**src/rtl/serial_subtractor8_if.sv**
```systemverilog
// Valid/ready operand and result bundle for serial_subtractor8.
// The slave modport is the subtractor's view and the master modport is the producer/consumer view.
interface serial_subtractor8_if #(
    parameter int WIDTH = 8
);
    logic             in_valid;
    logic             in_ready;
    logic [WIDTH-1:0] minuend;
    logic [WIDTH-1:0] subtrahend;
    logic             out_valid;
    logic             out_ready;
    logic [WIDTH-1:0] diff;
    logic             borrow;
    logic             ovf;

    modport slave (
        input  in_valid,
        input  minuend,
        input  subtrahend,
        input  out_ready,
        output in_ready,
        output out_valid,
        output diff,
        output borrow,
        output ovf
    );

    modport master (
        output in_valid,
        output minuend,
        output subtrahend,
        output out_ready,
        input  in_ready,
        input  out_valid,
        input  diff,
        input  borrow,
        input  ovf
    );
endinterface

```
**src/rtl/serial_subtractor8.sv**
```systemverilog
// Bit-serial unsigned subtractor that computes one full-subtractor bit per clock, with valid/ready on both sides.
// Optional signed-overflow flag: define SERIAL_SUB_SIGNED_OVF_EN; otherwise ovf is tied to 0.
module serial_subtractor8 #(
    parameter int WIDTH = 8
) (
    input  logic                 clk,
    input  logic                 rst_n,
    serial_subtractor8_if.slave  bus
);
    localparam int CNT_W = $clog2(WIDTH + 1);

    typedef enum logic [1:0] {IDLE, RUN, DONE} state_t;

    state_t           state;
    logic [WIDTH-1:0] sh_a;
    logic [WIDTH-1:0] sh_b;
    logic [WIDTH-1:0] res;
    logic [WIDTH-1:0] diff_q;
    logic [CNT_W-1:0] cnt;
    logic             br_q;
    logic             borrow_q;
    logic             in_ready_q;
    logic             out_valid_q;

    logic bit_a;
    logic bit_b;
    logic bit_d;
    logic br_next;
    logic accept;
    logic last_bit;

    always_comb begin
        bit_a    = sh_a[0];
        bit_b    = sh_b[0];
        bit_d    = bit_a ^ bit_b ^ br_q;
        br_next  = (~bit_a & bit_b) | (~(bit_a ^ bit_b) & br_q);
        accept   = (state == IDLE) && bus.in_valid;
        last_bit = (state == RUN) && (cnt == CNT_W'(WIDTH - 1));
    end

    always_ff @(posedge clk or negedge rst_n) begin
        if (!rst_n) begin
            state       <= IDLE;
            sh_a        <= '0;
            sh_b        <= '0;
            res         <= '0;
            diff_q      <= '0;
            cnt         <= '0;
            br_q        <= 1'b0;
            borrow_q    <= 1'b0;
            in_ready_q  <= 1'b1;
            out_valid_q <= 1'b0;
        end else begin
            case (state)
                IDLE: begin
                    if (accept) begin
                        sh_a       <= bus.minuend;
                        sh_b       <= bus.subtrahend;
                        br_q       <= 1'b0;
                        cnt        <= '0;
                        in_ready_q <= 1'b0;
                        state      <= RUN;
                    end
                end
                RUN: begin
                    // Result fills from the MSB so bit 0 lands in res[0] after WIDTH shifts.
                    res  <= {bit_d, res[WIDTH-1:1]};
                    sh_a <= sh_a >> 1;
                    sh_b <= sh_b >> 1;
                    br_q <= br_next;
                    if (last_bit) begin
                        diff_q      <= {bit_d, res[WIDTH-1:1]};
                        borrow_q    <= br_next;
                        out_valid_q <= 1'b1;
                        state       <= DONE;
                    end else begin
                        cnt <= cnt + CNT_W'(1);
                    end
                end
                DONE: begin
                    if (bus.out_ready) begin
                        out_valid_q <= 1'b0;
                        in_ready_q  <= 1'b1;
                        state       <= IDLE;
                    end
                end
                default: begin
                    state       <= IDLE;
                    in_ready_q  <= 1'b1;
                    out_valid_q <= 1'b0;
                end
            endcase
        end
    end

`ifdef SERIAL_SUB_SIGNED_OVF_EN
    logic sign_a;
    logic sign_b;
    logic ovf_q;

    // Two's-complement overflow: operands of differing sign whose result sign differs from the minuend.
    always_ff @(posedge clk or negedge rst_n) begin
        if (!rst_n) begin
            sign_a <= 1'b0;
            sign_b <= 1'b0;
            ovf_q  <= 1'b0;
        end else if (accept) begin
            sign_a <= bus.minuend[WIDTH-1];
            sign_b <= bus.subtrahend[WIDTH-1];
        end else if (last_bit) begin
            ovf_q <= (sign_a != sign_b) && (bit_d != sign_a);
        end
    end

    assign bus.ovf = ovf_q;
`else
    assign bus.ovf = 1'b0;
`endif

    assign bus.in_ready  = in_ready_q;
    assign bus.out_valid = out_valid_q;
    assign bus.diff      = diff_q;
    assign bus.borrow    = borrow_q;
endmodule

```
**src/flat_wrapper.sv**
```systemverilog
// flat-port wrapper written by rule: the top's interface ports become plain ports
module serial_subtractor8_flat 
#(
    parameter int WIDTH = 8
)
  (clk, rst_n, bus_in_valid, bus_minuend, bus_subtrahend, bus_out_ready, bus_in_ready, bus_out_valid, bus_diff, bus_borrow, bus_ovf);
  serial_subtractor8_if #(.WIDTH(WIDTH)) bus_i ();
  input  logic clk;
  input  logic rst_n;
  input wire logic [$bits(bus_i.in_valid)-1:0] bus_in_valid;
  input wire logic [$bits(bus_i.minuend)-1:0] bus_minuend;
  input wire logic [$bits(bus_i.subtrahend)-1:0] bus_subtrahend;
  input wire logic [$bits(bus_i.out_ready)-1:0] bus_out_ready;
  output wire logic [$bits(bus_i.in_ready)-1:0] bus_in_ready;
  output wire logic [$bits(bus_i.out_valid)-1:0] bus_out_valid;
  output wire logic [$bits(bus_i.diff)-1:0] bus_diff;
  output wire logic [$bits(bus_i.borrow)-1:0] bus_borrow;
  output wire logic [$bits(bus_i.ovf)-1:0] bus_ovf;
  assign bus_i.in_valid = bus_in_valid;
  assign bus_i.minuend = bus_minuend;
  assign bus_i.subtrahend = bus_subtrahend;
  assign bus_i.out_ready = bus_out_ready;
  assign bus_in_ready = bus_i.in_ready;
  assign bus_out_valid = bus_i.out_valid;
  assign bus_diff = bus_i.diff;
  assign bus_borrow = bus_i.borrow;
  assign bus_ovf = bus_i.ovf;
  serial_subtractor8 #(.WIDTH(WIDTH)) u_core (.clk(clk), .rst_n(rst_n), .bus(bus_i));
endmodule
```
**config.mk**
```make
export PLATFORM = sky130hd
export DESIGN_NAME = serial_subtractor8_flat
export DESIGN_NICKNAME = d
export VERILOG_FILES = /design/src/rtl/serial_subtractor8_if.sv /design/src/rtl/serial_subtractor8.sv /design/src/flat_wrapper.sv
export SDC_FILE = /design/constraint.sdc
export NUM_CORES = 1
export LEC_CHECK = 0
export ABC_AREA = 1
export CAP_MARGIN = 5
export CORE_ASPECT_RATIO = 1.25
export CORE_MARGIN = 2
export CORE_UTILIZATION = 59
export CTS_BUF_LIST = sky130_fd_sc_hd__clkbuf_4 sky130_fd_sc_hd__clkbuf_8
export CTS_CLUSTER_DIAMETER = 80
export DETAILED_ROUTE_END_ITERATION = 6
export HOLD_SLACK_MARGIN = 0.02
export PLACE_DENSITY_LB_ADDON = 0.1
export SLEW_MARGIN = 30
export SYNTH_ARGS = -nofsm -noshare
export SYNTH_HDL_FRONTEND = slang
export SYNTH_SLANG_ARGS = --single-unit
```
**constraint.sdc**
```tcl
create_clock -name clk -period 2.5 [get_ports clk]
set_input_delay 0.75 -clock clk [delete_from_list [all_inputs] [get_ports clk]]
set_output_delay 0.75 -clock clk [all_outputs]
set_load 0.1 [all_outputs]
```
Word-level counts from Yosys, hierarchy flattened. Cells that the tools add are included.

$add $sub $neg: 1. Multipliers: 0. Divide/modulo/power cells: 0. Magnitude comparators: 0. Equality and inequality tests: 7. Shift-type cells: 0. Muxes and demuxes: 18. Bitwise gates (word level): 9. Reductions and logical operators: 10.

Operators with widths (count): $pmux 8 s2 (2); $mux 8 (2); $reduce_and 3->1 (4); $mux 4 (2); $pmux 4 s2 (1); $mux 2 (3); $pmux 1 s3 (2); $pmux 2 s3 (1); $add 4x1->4 const B (1); $eq 4x3->1 const B (1); $mux 1 (4); $ne 2x1->1 const B (2); $ne 2x2->1 const B (2); $not 1->1 (4); $reduce_and 2->1 (2); $and 1x1->1 (2); $eq 2x1->1 const B (1); $eq 2x2->1 const B (1); $logic_and 1x1->1 (2); $logic_not 2->1 (1); $pmux 1 s2 (1); $reduce_bool 2->1 (1); $xor 1x1->1 (2); $or 1x1->1 (1).

Bits in registers: 42. Latch bits: 0. Memory bits (writable): 0. Memory bits (read-only): 0. Bits of input ports: 20. Output and inout port bits: 12. Word-level logic and storage cells: 55. Memories kept: 0.

Depth between registers and ports, before layout.
Depth after elaboration: 5. Gate-level depth with buffers: 8. Gate-level depth less buffers: 7.

Least setup slack after synthesis. OpenSTA, ideal clock, no wires.

Path kind: register to output. Start point: register u_core.borrow_q (netlist: u_core.bus.borrow). End point: output port bus_borrow. Arrival: 0.898 ns. Setup slack: 0.852 ns. Stages on the path, launching flop included: 1. Cell sequence: dfrtp_1.

RTL lines: start, declared (line serial_subtractor8.sv:21) `logic borrow_q;`; start signal, assigned (line serial_subtractor8.sv:73) `borrow_q <= br_next;`; end, declared (line flat_wrapper.sv:17) `output wire logic [$bits(bus_i.borrow)-1:0] bus_borrow;`.

No word-level cell between the ends.

Worst setup path in the final report.
Start point: register u_core.in_ready_q (netlist: u_core.bus.in_ready). End point: output port bus_in_ready.

RTL lines: start, declared (line serial_subtractor8.sv:22) `logic in_ready_q;`; start signal, assigned (line serial_subtractor8.sv:51) `in_ready_q <= 1'b1;`; start signal, assigned (line serial_subtractor8.sv:61) `in_ready_q <= 1'b0;`; start signal, assigned (line serial_subtractor8.sv:83) `in_ready_q <= 1'b1;`; end, declared (line flat_wrapper.sv:14) `output wire logic [$bits(bus_i.in_ready)-1:0] bus_in_ready;`.

No word-level cell between the ends.

==> impl_results.md <==
* Status: complete, no violations
* Clock tree root driver cell: clkbuf_8
* Critical path's slowest cell: dfstp_2
* Die extent in y at ~70 um
* GRT Util Overall at 20.72%
* DP HPWL at approximately 2500 um
* Synth Flop Type: dfrtp_1
* Peak Freq at about 540 MHz
* Final Max Tran Viols at 0
* Violation count after the first detailed-route iteration at 45
* Largest net degree at the start of global routing at 42
* Net count after synthesis at roughly 230
* RR Startpoint: u_core.state[1]
* Clock period minus worst slack at 1.855 ns
* CP Class: flip-flop to output port
* Critical path, cell by cell: buf_4
* Hold Buf Count CTS at 0
* Port Buffers at 30
* Max IR drop VDD at 0.001003 V
* Area Overhead vs Synth at 16.62%
* Pwr Density at roughly 1500 nW/um^2
* CTS Buffer Depth at 2
* First-pass GRT wire length at 6354 um
* Post-CTS sizing at 0
* Vias in the first global route at roughly 1.5k
* Startpoint Class: flip-flop
* CTS Sinks at 41
* H-Tree Depth at 2
* CP startpoint: u_core.bus.in_ready
* Hold Vio Cnt, Final at 0
* Post-CTS Setup Inserts at 0
* Tcrit/Tclk final at roughly three quarters
* Top cell family by delay on the critical path: flip-flops
* ANT nets after route at 0
* Post-Syn Area per Cell at between 9 and 10 sq um
* Wire per inst at 12.53 um
* Worst Setup End Kind: output port
* Number of placed I/O pins at 32
* # rows at 23
* Routed WL at around 3500 um
* Ys async rst share at 100.0%
* CP bufs+invs at 1
* Unique masters post-synth at 28
* Clk_skew at 0.005400 ns
* Global route total overflow at 0
* RSZ-0062 raised after global routing: no
* LEAKAGE at approximately 0.0011 uW
* Initial Util at about three fifths
* Setup violations, final at 0
* Die Area at between 3000 and 4000 sq um
* Pwr Total at between 3000 and 4000 uW
* Fin Setup TNS at 0 ns
* Worst hold start: u_core.bus.diff[0]
* Post-synthesis cell area at 1994 sq um
* Num CTS Buffers at 5
* Synth warn at 0
* WP data required at between 1.5 and 2 ns
* Vias per cell at 5.123
* Share of cells above drive strength 1 at between 20% and 30%
* Crit-path max FO at 2
* Sequential share of the synthesized area at 51.51%
* CTS clk-pin slew, worst paths at approximately 0.070 ns
* Drt pass-1 iters at 4
* Gate Count Post-Synth at 210
* Post-synth EDFFs at 0
* Worst hold margin at 0.4820 ns
* Critical Path Max Stage Delay at approximately 0.54 ns
* DRC Markers at 0
* Worst Hold Class: flip-flop to flip-flop
* Maxcap violations at 0
* Die Width at 56 um
* Core area at roughly 3200 sq um
* Clock Latency Late Sink at a little under 0.3 ns
* Vias at roughly 1.4k
* Placer Congestion at 0.7569
* Synthesized flop and latch total at 41
* Antenna diodes at 0
* Initial antenna violation count at 0
* CTS tree: done
* # nets final at around 260
* Worst path arrival time at 1.10 ns
==> power by group <==
part	internal (uW)	switching (uW)
logic	574	1410
clock network	230	204
registers	962	147
total	1770	1760
==> layer usage <==
| layer | GRT usage, % | part of all wire [%] | vias to the layer above | wire, um |
|---|---|---|---|---|
| met5 | 0 | 0 | - | 0 |
| met2 | 35.42 | 51 | 24 | 1779 |
| met4 | 7.143 | 1.6 | 0 | 54 |
| met3 | 5.253 | 4.6 | 5 | 159 |
| met1 | 25.22 | 43 | 672 | 1479 |
| li1 | - | - | 718 | - |
==> cell type report <==
class / instances / area [sq um]
Tap cell: 37 / 46.29
Fill cell: 250 / 897.1
Multi-Input combinational cell: 128 / 743.2
Timing Repair Buffer: 33 / 302.8
Clock buffer: 7 / 90.09
Sequential cell: 41 / 1027
Inverter: 31 / 116.4
==> cells in the mapped netlist, types with 2 or more instances <==
library cell | count | area share [%]
inv_2 | 2 | 0.38
buf_12 | 2 | 2.0
nand2_4 | 2 | 1.1
inv_1 | 29 | 5.5
buf_4 | 2 | 0.75
dfrtp_1 | 40 | 50
o21ai_0 | 9 | 2.3
nor2_1 | 2 | 0.38
o21ai_2 | 26 | 11
nand2_1 | 50 | 9.4
nand3_1 | 9 | 2.3
buf_2 | 3 | 0.75
o21ai_1 | 10 | 2.5
buf_6 | 2 | 1.1
nand2_2 | 9 | 2.8
==> placed cells by master (no fill, tap or decap), drive strengths merged <==
master,count
dfrtp,40
conb,1
mux2i,1
a21oi,2
o21ai,45
o22ai,1
ha,1
nand3,10
fa,1
dfstp,1
clkdlybuf4s50,18
or2,1
nand2,61
inv,31
a21o,1
buf,15
clkbuf,7
nor2,3
==> cell families after synthesis <==
family	after synthesis	share of synthesized area, %
AO/OA/AOI/OAI	49	17.57
AND/OR/NAND/NOR	75	17.38
multiplexers	1	0.5019
other	1	0.1880
flip-flops	41	51.51
adder cells (fa/ha/maj)	2	1.631
buffers and inverters	41	11.23
==> through the flow <==
step,instance area (sq um),worst slack [ns],util [%],std cells
detailed placement,2236,0.3844,69.37,270
finish,2326,0.6452,72.17,277
CTS,2326,0.6313,72.17,277
global route,2326,0.5970,72.17,277
global placement,2236,0.4625,69.37,270
floorplan,1994,0.8523,-,210
==> worst paths after layout <==
kind	endpoint	slack (ns)	cells past startpoint
worst min-delay path	u_core.bus.diff[0]	0.48	2
worst max register to register	u_core.sh_a[5]	1.01	7
worst min register to register	u_core.bus.diff[0]	0.48	2
worst max-delay path	bus_in_ready	0.65	1
min in group asynchronous	u_core.sh_a[3]	0.51	2
max in group asynchronous	u_core.bus.in_ready	1.63	2
==> sequential cells by signal, indices dropped and copies added, names as in the netlist <==
| register | count |
|---|---|
| u_core.br_q | 1 |
| u_core.bus.borrow | 1 |
| u_core.bus.diff | 8 |
| u_core.bus.in_ready | 1 |
| u_core.bus.out_valid | 1 |
| u_core.cnt | 4 |
| u_core.res | 7 |
| u_core.sh_a | 8 |
| u_core.sh_b | 8 |
| u_core.state | 2 |
(Power assumes the default switching activity.)
